**src/rtl/prbs_ber_tester.sv**
```systemverilog
// prbs_ber_tester
//   PRBS source and self-synchronising PRBS checker for the link BER test.
//   The generator is a Fibonacci LFSR whose output bit drives the modulator.
//   The checker loads PRBS_W received bits and predicts every later bit from
//   its own predicted history. It verifies one window and then declares lock.
//   While locked it counts checked bits and errors. When one window holds too
//   many errors it drops back to LOAD and resynchronises.
//
// Ports
//   clk_signal  in          bit-rate clock, rising edge
//   rst         in          asynchronous reset, active high
//   clear       in          synchronous clear of bit_cnt/err_cnt/resync_cnt
//   tx_en       in          advance the generator by one bit
//   tx_bit      out         registered PRBS output bit
//   rx_valid    in          rx_bit carries a valid received sample
//   rx_bit      in          received bit from the demodulator
//   locked      out         checker is in LOCKED
//   err_pulse   out         one-cycle pulse for each error counted while locked
//   bit_cnt     out CNT_W   bits checked while locked, saturating
//   err_cnt     out CNT_W   errors while locked, saturating
//   resync_cnt  out RSY_W   LOCKED->LOAD transitions, saturating
module prbs_ber_tester #(
  parameter int unsigned       PRBS_W    = 7,
  parameter logic [PRBS_W-1:0] PRBS_TAPS = 7'b1100000,
  parameter logic [PRBS_W-1:0] SEED      = 7'b0000001,
  parameter int unsigned       WIN_LEN   = 64,
  parameter int unsigned       LOCK_THR  = 2,
  parameter int unsigned       LOSS_THR  = 8,
  parameter int unsigned       CNT_W     = 24,
  parameter int unsigned       RSY_W     = 8
) (
  input  logic             clk_signal,
  input  logic             rst,
  input  logic             clear,
  input  logic             tx_en,
  output logic             tx_bit,
  input  logic             rx_valid,
  input  logic             rx_bit,
  output logic             locked,
  output logic             err_pulse,
  output logic [CNT_W-1:0] bit_cnt,
  output logic [CNT_W-1:0] err_cnt,
  output logic [RSY_W-1:0] resync_cnt
);

  // An all-zero LFSR state never leaves zero, so a zero seed becomes 1.
  localparam logic [PRBS_W-1:0] SEED_EFF = (SEED == '0) ? PRBS_W'(1) : SEED;
  localparam int unsigned WC_W = $clog2(WIN_LEN + 1);
  localparam int unsigned LD_W = $clog2(PRBS_W + 1);

  typedef enum logic [1:0] {ST_LOAD, ST_VERIFY, ST_LOCKED} state_t;

  // ---------------- generator ----------------
  logic [PRBS_W-1:0] gen_q;
  logic              tx_bit_q;
  logic              gen_fb;

  assign gen_fb = ^(gen_q & PRBS_TAPS);

  always_ff @(posedge clk_signal or posedge rst) begin
    if (rst) begin
      gen_q    <= SEED_EFF;
      tx_bit_q <= 1'b0;
    end else if (tx_en) begin
      gen_q    <= {gen_q[PRBS_W-2:0], gen_fb};
      tx_bit_q <= gen_fb;
    end
  end

  assign tx_bit = tx_bit_q;

  // ---------------- checker ----------------
  state_t            state_q, state_d;
  logic [PRBS_W-1:0] chk_q, chk_d;
  logic [LD_W-1:0]   ld_cnt_q, ld_cnt_d;
  logic [WC_W-1:0]   win_cnt_q, win_cnt_d;
  logic [WC_W-1:0]   win_err_q, win_err_d;
  logic [CNT_W-1:0]  bit_cnt_q, bit_cnt_d;
  logic [CNT_W-1:0]  err_cnt_q, err_cnt_d;
  logic [RSY_W-1:0]  rsy_cnt_q, rsy_cnt_d;
  logic              err_pulse_q, err_pulse_d;
  logic              locked_q;

  logic              exp_bit;
  logic              mis;
  logic [WC_W-1:0]   win_err_inc;
  logic [PRBS_W-1:0] load_shift;
  logic [PRBS_W-1:0] pred_shift;

  assign exp_bit     = ^(chk_q & PRBS_TAPS);
  assign mis         = exp_bit ^ rx_bit;
  assign win_err_inc = win_err_q + WC_W'(mis);
  assign load_shift  = {chk_q[PRBS_W-2:0], rx_bit};
  // Once loaded, the history is fed with the predicted bit, so a received
  // error never corrupts later predictions.
  assign pred_shift  = {chk_q[PRBS_W-2:0], exp_bit};

  always_comb begin
    state_d     = state_q;
    chk_d       = chk_q;
    ld_cnt_d    = ld_cnt_q;
    win_cnt_d   = win_cnt_q;
    win_err_d   = win_err_q;
    bit_cnt_d   = bit_cnt_q;
    err_cnt_d   = err_cnt_q;
    rsy_cnt_d   = rsy_cnt_q;
    err_pulse_d = 1'b0;

    if (rx_valid) begin
      unique case (state_q)
        ST_LOAD: begin
          chk_d = load_shift;
          if (ld_cnt_q == LD_W'(PRBS_W - 1)) begin
            ld_cnt_d = '0;
            // An all-zero load cannot be predicted from, so load again.
            if (load_shift != '0) begin
              state_d   = ST_VERIFY;
              win_cnt_d = '0;
              win_err_d = '0;
            end
          end else begin
            ld_cnt_d = ld_cnt_q + 1'b1;
          end
        end

        ST_VERIFY: begin
          chk_d     = pred_shift;
          win_err_d = win_err_inc;
          if (win_cnt_q == WC_W'(WIN_LEN - 1)) begin
            win_cnt_d = '0;
            win_err_d = '0;
            if (win_err_inc <= WC_W'(LOCK_THR)) begin
              state_d = ST_LOCKED;
            end else begin
              state_d  = ST_LOAD;
              chk_d    = '0;
              ld_cnt_d = '0;
            end
          end else begin
            win_cnt_d = win_cnt_q + 1'b1;
          end
        end

        ST_LOCKED: begin
          chk_d       = pred_shift;
          err_pulse_d = mis;
          if (bit_cnt_q != '1) bit_cnt_d = bit_cnt_q + 1'b1;
          if (mis && (err_cnt_q != '1)) err_cnt_d = err_cnt_q + 1'b1;
          if (win_err_inc >= WC_W'(LOSS_THR)) begin
            state_d   = ST_LOAD;
            chk_d     = '0;
            ld_cnt_d  = '0;
            win_cnt_d = '0;
            win_err_d = '0;
            if (rsy_cnt_q != '1) rsy_cnt_d = rsy_cnt_q + 1'b1;
          end else if (win_cnt_q == WC_W'(WIN_LEN - 1)) begin
            win_cnt_d = '0;
            win_err_d = '0;
          end else begin
            win_cnt_d = win_cnt_q + 1'b1;
            win_err_d = win_err_inc;
          end
        end

        default: begin
          state_d = ST_LOAD;
        end
      endcase
    end

    if (clear) begin
      bit_cnt_d = '0;
      err_cnt_d = '0;
      rsy_cnt_d = '0;
    end
  end

  always_ff @(posedge clk_signal or posedge rst) begin
    if (rst) begin
      state_q     <= ST_LOAD;
      chk_q       <= '0;
      ld_cnt_q    <= '0;
      win_cnt_q   <= '0;
      win_err_q   <= '0;
      bit_cnt_q   <= '0;
      err_cnt_q   <= '0;
      rsy_cnt_q   <= '0;
      err_pulse_q <= 1'b0;
      locked_q    <= 1'b0;
    end else begin
      state_q     <= state_d;
      chk_q       <= chk_d;
      ld_cnt_q    <= ld_cnt_d;
      win_cnt_q   <= win_cnt_d;
      win_err_q   <= win_err_d;
      bit_cnt_q   <= bit_cnt_d;
      err_cnt_q   <= err_cnt_d;
      rsy_cnt_q   <= rsy_cnt_d;
      err_pulse_q <= err_pulse_d;
      locked_q    <= (state_d == ST_LOCKED);
    end
  end

  assign locked     = locked_q;
  assign err_pulse  = err_pulse_q;
  assign bit_cnt    = bit_cnt_q;
  assign err_cnt    = err_cnt_q;
  assign resync_cnt = rsy_cnt_q;

endmodule

```
**config.mk**
```make
export PLATFORM = sky130hd
export DESIGN_NAME = prbs_ber_tester
export DESIGN_NICKNAME = d
export VERILOG_FILES = /design/src/rtl/prbs_ber_tester.sv
export SDC_FILE = /design/constraint.sdc
export NUM_CORES = 1
export LEC_CHECK = 0
export ABC_AREA = 1
export ABC_CLOCK_PERIOD_IN_PS = 8550
export CAP_MARGIN = 10
export CORE_UTILIZATION = 58
export DETAILED_ROUTE_END_ITERATION = 8
export GPL_ROUTABILITY_DRIVEN = 0
export HOLD_SLACK_MARGIN = 0.06
export PLACE_DENSITY = 0.83
export SYNTH_ARGS = -nofsm -noshare
export SYNTH_HDL_FRONTEND = slang
export SYNTH_SLANG_ARGS = --single-unit
export TNS_END_PERCENT = 30
```
**constraint.sdc**
```tcl
create_clock -name clk_signal -period 8.55 [get_ports clk_signal]
set_clock_uncertainty 0.05 [all_clocks]
set_input_delay 1.71 -clock clk_signal [delete_from_list [all_inputs] [get_ports clk_signal]]
set_output_delay 1.71 -clock clk_signal [all_outputs]
set_load 0.01 [all_outputs]
```
==> results of run 1 <==
## layer usage
| metal | wire (um) | up-vias | GRT usage (%) |
|---|---|---|---|
| met5 | 0 | - | 0 |
| met4 | 224 | 0 | 10.96 |
| met3 | 707 | 28 | 5.180 |
| met2 | 5989 | 177 | 44.52 |
| met1 | 5561 | 2280 | 36.05 |
| li1 | - | 2374 | - |
## worst max-delay path: stages
cell             delay (ps)
clkdlybuf4s50_1        1070
clkinv_1               1110
nand2_4                 410
clkinv_2                240
nand2_1                 130
o31ai_1                  80
## cell type report
cell class	instances	share of cell area, %
Clock buffer	11	2.435
Sequential cell	92	37.05
Clock inverter	5	0.5836
Tap cell	108	2.173
Inverter	87	5.293
Multi-Input combinational cell	486	41.92
Timing Repair Buffer	66	10.55
## power breakdown
part           total, uW  internal (uW)  switching, uW  leakage, uW
clock                279            122            158    0.0000876
sequential           489            467           21.5      0.00125
combinational        144           50.2           93.3      0.00129
total                911            639            272      0.00263
## cells by family after synthesis
logic type | synth area share (%)
and+or+nand+nor | 30.49
AOI/OAI and AO/OA | 11.02
buffers and inverters | 7.605
DFF | 43.35
xor gates and xnor gates | 4.968
adders and majority gates | 2.355
muxes | 0.2119
## cell usage after synthesis, types with 14 or more instances
cell / number
nand2_1: 143
dfrtp_1: 91
inv_1: 79
nor2_1: 57
nand3_1: 56
o21ai_0: 29
nand4_1: 24
a21oi_1: 23
nor3_1: 23
xor2_1: 21
o21ai_1: 16
o31ai_1: 14
## state kept, by name, summed over array words and instances (netlist names)
signal / flops
chk_q: 7
err_cnt: 24
resync_cnt: 8
gen_q: 7
locked: 1
win_err_q: 7
ld_cnt_q: 3
bit_cnt: 24
win_cnt_q: 7
state_q: 2
tx_bit: 1
err_pulse: 1
## stage by stage
stage / cell area [um2] / cells
after detailed placement: 6030 / 839
after global placement: 6030 / 839
after CTS: 6217 / 855
after global routing: 6217 / 855
final: 6217 / 855
after floorplan: 5314 / 679
## worst paths after layout
path	slack, ps	depth (start not counted)	endpoint	start
hold / removal	450	2	gen_q[5]	gen_q[4]
hold reg to reg	450	2	gen_q[5]	gen_q[4]
max in group asynchronous	5660	3	win_cnt_q[5]	rst
min in group asynchronous	1640	2	err_cnt[9]	rst
setup reg to reg	5590	16	win_cnt_q[3]	chk_q[5]
setup / recovery	3950	6	bit_cnt[17]	clear
==> results.cfg, run 1 <==
[status]
status = finished, violations left
failed_checks = DRC

[synth]
synthTopCellsByArea = dfrtp_1 43%, nand2_1 10%, inv_1 5.6%
syn_area_um2 = 5314
synth_edf_count = 0
synth_nets = 695
ys_ff_latch = 92
synth-main-ff-cell = dfrtp_1
yosys_warnings = 0
syn_avg_cell_area_um2 = 7.826
netlist_instances = 679
synth_top_area_share_pct = 42.85
yosys.area.top_type = dfrtp_1
synth.distinct_cells = 46
async_reset_ff_share_pct = 100.0
seq_area_frac_synth_pct = 43.35

[global_routing]
overflow = 0
antenna_found_initial = 0
grt_pass1_vias = 4608
grt_pass1_wl_um = 20980
grt_usage_pct = 27.27
grt_max_degree = 61

[detailed_routing]
firstDrtPassIters = 8
num_vias = 4859
ant_nets = 0
drcViolationCount = 8
wirelength_um = 12480
routed_via_density = 5.683
drt-initial-drc-count = 276
wl_per_cell_um = 14.60

[cells_and_area]
multi_input_area_um2 = 2606
area_growth_pct = 17.00
layout_common_cells = 143 x nand2_1, 91 x dfrtp_1, 78 x inv_1, 64 x clkdlybuf4s50_1, 57 x nor2_1
fin_util_pct = 70.60
antenna_cells = 0
fillers = 719
nNetsFinal = 758
final_common_cell = nand2_1
layout.area.seq_um2 = 2303
drive_above_1_share_pct = 8.701

[timing]
worstMarginPinSlew_ps = 1045
timing.hold.ws_ps = 454.1
setup_viol = 0
fin_crit_sh_pct = 53.81
maxSlewHeadroom_pct = 29.87
fin_tns_setup_ps = 0
period_needed_ps = 4601
setup_ws_ps = 3949
rsz0062_at_grt = false
timing.fmax_ghz = 0.2173
hold_viol_final = 0
final_max_slew_viol_count = 0

[placed_design]
dpl_worst_slack_ps = 3613
port_buffers = 64
hpwl_um = 9163

[clocking]
ctsResizeCount = 0
clkTransAtPathRegs_ps = 100
post_cts_buffers = 0
clk_latency_ps = 370
tritoncts = built
clockRootBuffer = clkbuf_8
cts_buffers = 9
cts_htree_levels = 3
clock_path_buffers = 2
holdBufCountCts = 0
clock_sinks = 92

[setup_path]
crit_path_end_kind = flip-flop
crit_arrival_ps = 4780
critPathLaunchType = input pin
critical_path_class = in2reg
cp.required_ps = 8720
cp_max_fo = 35

[floorplan]
die_x_um = 97.72
start_util_pct = 60.34
placementRows = 34
fp.dieArea_um2 = 9548
io_pins = 65
die_h_um = 97.72
core_um2 = 8806

[worst_hold_path]
hp-class = reg2reg

[pwr]
ir_worst_vdd_mv = 0.1132
power.density_nw_per_um2 = 146.6
p_leak_uw = 0.002627
p_total_uw = 911.2

[flow_run]
drv_cap = 0
Note: power is estimated with default switching activity, not from simulation.
==> inputs of run 2 (changes only) <==
--- a/config.mk
+++ b/config.mk
@@ -6,13 +6,13 @@
 export NUM_CORES = 1
 export LEC_CHECK = 0
 export ABC_AREA = 1
-export ABC_CLOCK_PERIOD_IN_PS = 8550
+export ABC_CLOCK_PERIOD_IN_PS = 4290
 export CAP_MARGIN = 10
-export CORE_UTILIZATION = 58
+export CORE_UTILIZATION = 56
 export DETAILED_ROUTE_END_ITERATION = 8
 export GPL_ROUTABILITY_DRIVEN = 0
 export HOLD_SLACK_MARGIN = 0.06
-export PLACE_DENSITY = 0.83
+export PLACE_DENSITY = 0.8
 export SYNTH_ARGS = -nofsm -noshare
 export SYNTH_HDL_FRONTEND = slang
 export SYNTH_SLANG_ARGS = --single-unit
==> constraint.sdc (replaced) <==
create_clock -name clk_signal -period 4.29 [get_ports clk_signal]
set_clock_uncertainty 0.05 [all_clocks]
set_input_delay 0.858 -clock clk_signal [delete_from_list [all_inputs] [get_ports clk_signal]]
set_output_delay 0.858 -clock clk_signal [all_outputs]
set_load 0.01 [all_outputs]
==> run 2 against run 1 <==
The run now ends clean. Critical path type unchanged. Clock power rose by 130%. Setup slack got worse by 2900 ps. Final cell count rose by 0.70%. Count of clock-buffer cells in the layout is 1 lower. Largest power group unchanged.
==> results.cfg, run 2 (synthesis gave the netlist of run 1 again) <==
[floorplan]
io_pins = 65
fp.dieArea_um2 = 9882
die_h_um = 99.41
core_um2 = 9196
die_x_um = 99.41
start_util_pct = 57.78
placementRows = 35

[clocking]
clkTransAtPathRegs_ps = 90
clk_latency_ps = 370
clockRootBuffer = clkbuf_8
clock_path_buffers = 2
cts_buffers = 9
clock_sinks = 92
tritoncts = built
ctsResizeCount = 0
holdBufCountCts = 0
cts_htree_levels = 3
post_cts_buffers = 0

[status]
status = finished, final reports clean

[global_routing]
antenna_found_initial = 0
grt_pass1_vias = 4536
overflow = 0
grt_usage_pct = 26.16
grt_pass1_wl_um = 20580
grt_max_degree = 48

[detailed_routing]
wl_per_cell_um = 14.41
routed_via_density = 5.678
met1_length_um = 5422
wl_met2_um = 6100
ant_nets = 0
num_vias = 4889
top_layer = met4
wl_met3_um = 679
firstDrtPassIters = 4
wirelength_um = 12410
drt-initial-drc-count = 321
drcViolationCount = 0

[cells_and_area]
drive_above_1_share_pct = 9.067
fillers = 758
antenna_cells = 0
layout_common_cells = 143 x nand2_1, 91 x dfrtp_1, 78 x inv_1, 64 x clkdlybuf4s50_1, 57 x nor2_1
area_growth_pct = 18.22
nNetsFinal = 761
final_common_cell = nand2_1
final_area_um2 = 6282

[setup_path]
rrSetupSlack_ps = 1420
max_stage_delay_ps = 520
worstPathCellList = clkdlybuf4s50_1, xor2_1, inv_1, ha_1, ha_1, nand3_1, nand2_1, nand2_1, nand2_1, nor2_4, nand3_4, nand2_2, nand2_2, nor2_4, nand2_4, o22ai_1
crit_path_end_kind = flip-flop
crit_top_cell = nand2_1
cp.required_ps = 4520
path_buf_inv = 2
critPathLaunchType = input pin
crit_slowest_cell = clkdlybuf4s50_1
crit_arrival_ps = 3440
critical-path-top-delay-family = simple AND/OR/NAND/NOR gates
critical_path_class = in2reg
cp_max_fo = 7

[pwr]
ir_worst_vdd_mv = 0.2277
p_total_uw = 1896
power.density_nw_per_um2 = 301.9
p_leak_uw = 0.002668

[flow_run]
drv_cap = 0

[timing]
period_needed_ps = 3205
worstMarginPinSlew_ps = 798.2
hold_viol_final = 0
timing.hold.ws_ps = 438.4
maxSlewHeadroom_pct = 46.72
rsz0062_at_grt = false
fin_tns_setup_ps = 0
timing.fmax_ghz = 0.3120
setup_viol = 0
fin_crit_sh_pct = 74.72
final_max_slew_viol_count = 0

[worst_hold_path]
hp-class = reg2reg

[placed_design]
hpwl_um = 8953
placed_cell_area_um2 = 6068
port_buffers = 64
==> run 2: layout make-up <==
| class | instances | area [um2] | share of cell area [%] |
|---|---|---|---|
| clock buffers | 10 | 137.6 | 2.191 |
| flip-flops and latches | 92 | 2303 | 36.67 |
| inverters | 87 | 329.1 | 5.238 |
| repair buffers | 69 | 690.7 | 10.99 |
| clock inverters | 6 | 76.32 | 1.215 |
| multi-input cells | 486 | 2606 | 41.49 |
| well taps | 111 | 138.9 | 2.211 |
==> run 2: worst paths after layout <==
kind,cells past startpoint,end,startpoint
min in group asynchronous,2,gen_q[3],rst
worst min-delay path,2,gen_q[5],gen_q[4]
max in group asynchronous,3,win_err_q[3],rst
worst min register to register,2,gen_q[5],gen_q[4]
worst max-delay path,16,win_err_q[5],rx_bit
worst max register to register,16,win_err_q[5],chk_q[5]
==> run 2: report_power, final <==
group	total, uW	switching (uW)	internal [uW]
registers	975	43.8	931
clock network	636	338	298
logic	286	184	102
==> run 2: per-layer routing <==
| layer | vias to the layer above | GRT usage, % |
|---|---|---|
| met3 | 18 | 3.022 |
| met5 | - | 0 |
| met2 | 154 | 44.44 |
| met1 | 2342 | 34.03 |
| met4 | 0 | 11.20 |
| li1 | 2375 | - |
==> run 2: worst reg2reg max path, delay by kind of cell (launching register included) <==
kind	cells	cell delay (ps)
simple gates	10	1030
flops	1	410
xor+xnor	2	600
buf+inv	1	90
fa+ha+maj	2	470
compound gates	1	130
==> run 2: stage by stage <==
| stage | worst slack (ps) | util (%) | std cells |
|---|---|---|---|
| after floorplan | 991.7 | - | 679 |
| after global placement | 838.7 | 65.99 | 845 |
| after detailed placement | 718.2 | 65.99 | 845 |
| after CTS | 1102 | 68.31 | 861 |
| after global routing | 792.7 | 68.31 | 861 |
| final | 1085 | 68.31 | 861 |
==> inputs of run 3 (changes only) <==
--- a/config.mk
+++ b/config.mk
@@ -6,13 +6,13 @@
 export NUM_CORES = 1
 export LEC_CHECK = 0
 export ABC_AREA = 1
-export ABC_CLOCK_PERIOD_IN_PS = 4290
+export ABC_CLOCK_PERIOD_IN_PS = 2800
 export CAP_MARGIN = 10
-export CORE_UTILIZATION = 56
+export CORE_UTILIZATION = 51
 export DETAILED_ROUTE_END_ITERATION = 8
 export GPL_ROUTABILITY_DRIVEN = 0
 export HOLD_SLACK_MARGIN = 0.06
-export PLACE_DENSITY = 0.8
+export PLACE_DENSITY = 0.77
 export SYNTH_ARGS = -nofsm -noshare
 export SYNTH_HDL_FRONTEND = slang
 export SYNTH_SLANG_ARGS = --single-unit
==> constraint.sdc (replaced) <==
create_clock -name clk_signal -period 2.8 [get_ports clk_signal]
set_clock_uncertainty 0.05 [all_clocks]
set_input_delay 0.56 -clock clk_signal [delete_from_list [all_inputs] [get_ports clk_signal]]
set_output_delay 0.56 -clock clk_signal [all_outputs]
set_load 0.01 [all_outputs]
==> run 3 against run 2 <==
Wire length rose by 1.1%. Critical path type is now reg2reg. Global-route usage down 1.6 points. Via count shrank 0.39%. Sequential share of layout area decreased by 0.73 points. Critical endpoint is now win_cnt_q[3]. Sequential cell count unchanged. Largest cell class unchanged.
==> results.cfg, run 3 (synthesis gave the netlist of run 1 again) <==
[timing]
maxSlewHeadroom_pct = 68.40
period_needed_ps = 2587
final_max_slew_viol_count = 0
setup_viol = 0
hold_viol_final = 0
timing.fmax_ghz = 0.3866
worstMarginPinSlew_ps = 474.0
fin_crit_sh_pct = 92.38

[pwr]
power.density_nw_per_um2 = 457.5
p_leak_uw = 0.002712
ir_worst_vdd_mv = 0.3083

[global_routing]
antenna_found_initial = 0
grt_max_degree = 93
grt_pass1_vias = 4782
grt_usage_pct = 24.54
overflow = 0
grt_pass1_wl_um = 21850

[cells_and_area]
fillers = 835
layout.area.seq_um2 = 2303
fin_util_pct = 64.39
final_area_um2 = 6410
final_common_cell = nand2_1
layout_common_cells = 143 x nand2_1, 91 x dfrtp_1, 78 x inv_1, 63 x clkdlybuf4s50_1, 57 x nor2_1
nNetsFinal = 771
drive_above_1_share_pct = 10.67
antenna_cells = 0
area_growth_pct = 20.63
multi_input_area_um2 = 2635

[floorplan]
start_util_pct = 53.38
fp.dieArea_um2 = 10830
core_um2 = 9955
placementRows = 36
die_h_um = 104.1
die_x_um = 104.1
io_pins = 65

[clocking]
clock_sinks = 92
clk_latency_ps = 370
holdBufCountCts = 0
clockRootBuffer = clkbuf_8
clkTransAtPathRegs_ps = 80
cts_buffers = 9
cts_htree_levels = 3
tritoncts = built
clock_path_buffers = 2

[detailed_routing]
firstDrtPassIters = 5
ant_nets = 0
num_vias = 4870
drt-initial-drc-count = 317
wl_per_cell_um = 14.07
routed_via_density = 5.460
wirelength_um = 12550
drcViolationCount = 0

[setup_path]
crit_arrival_ps = 2820
setup.worst_path.start = chk_q[5]
cp_max_fo = 7
critical_path_class = reg2reg
r2r-start = chk_q[5]
critPathLaunchType = flip-flop
crit_path_end_kind = flip-flop
cp.required_ps = 3040

[flow_run]
drv_cap = 0

[worst_hold_path]
hp-class = reg2reg
hp-start = gen_q[4]

[placed_design]
hpwl_um = 9151
port_buffers = 64
placed_cell_area_um2 = 6166

[status]
status = finished, final reports clean
## run 3: changes by cell type in the layout (fill, tap and decap cells not counted), sizes merged
cell	change
buf	+10
inv	-5
clkinvlp	+2
bufinv	+1
clkdlybuf4s50	-1
clkinv	+1
dlymetal6s2s	+1
## run 3: layer usage
metal	global-route usage, %	wire length (um)
met4	9.082	219
met2	41.14	6093
met1	31.76	5643
met5	0	0
met3	4.323	595
## run 3: final timing paths
kind	end	slack, ps	cells past startpoint
max	win_cnt_q[3]	210	16
min	gen_q[5]	430	2
max reg2reg	win_cnt_q[3]	210	16
min reg2reg	gen_q[5]	430	2
max in group asynchronous	chk_q[2]	1720	3
min in group asynchronous	err_cnt[5]	620	3
## run 3: timing repair
| action | 4_1_cts | 5_1_grt |
|---|---|---|
| setup endpoints to repair | 0 | 18 |
| buffers inserted | 0 | 1 |
| gates resized for setup | 0 | 6 |
## run 3: final cells by class
| cell class | instances | area share, % |
|---|---|---|
| well taps | 133 | 2.596 |
| multi-input cells | 486 | 41.11 |
| repair buffers | 79 | 11.99 |
| flip-flops and latches | 92 | 35.94 |
| inverters | 87 | 5.173 |
| clock inverters | 5 | 1.210 |
| clock buffers | 10 | 1.991 |
## run 3: per-stage QoR
stage	setup slack, ps	TNS (ps)	power, uW	hold WS (ps)	cells
2_1_floorplan	338.6	0	1834	399.2	679
3_3_place_gp	-163.7	-2780	1962	411.4	876
3_5_place_dp	-299.0	-5727	1987	428.8	876
4_1_cts	83.64	0	2942	447.8	891
5_1_grt	-7.153	-7.218	3075	468.8	892
6_report	213.4	0	2932	432.5	892
## run 3: critical path, cell delays in order, from the launching register on
cell	delay, ps
dfrtp_1	430
xnor2_2	190
xor2_1	210
inv_1	70
ha_1	200
ha_2	200
nand3_1	90
nand2_1	50
nand2_1	70
nand2_1	90
nor2_4	150
nand3_4	110
nand2_2	80
nand2_2	60
nor2_4	240
nand2_4	120
o22ai_1	110
## run 3: report_power, final
| group | internal, uW | total [uW] | switching, uW |
|---|---|---|---|
| clock network | 495 | 955 | 460 |
| logic | 184 | 480 | 296 |
| registers | 1430 | 1500 | 70.9 |
| total | 2110 | 2930 | 827 |
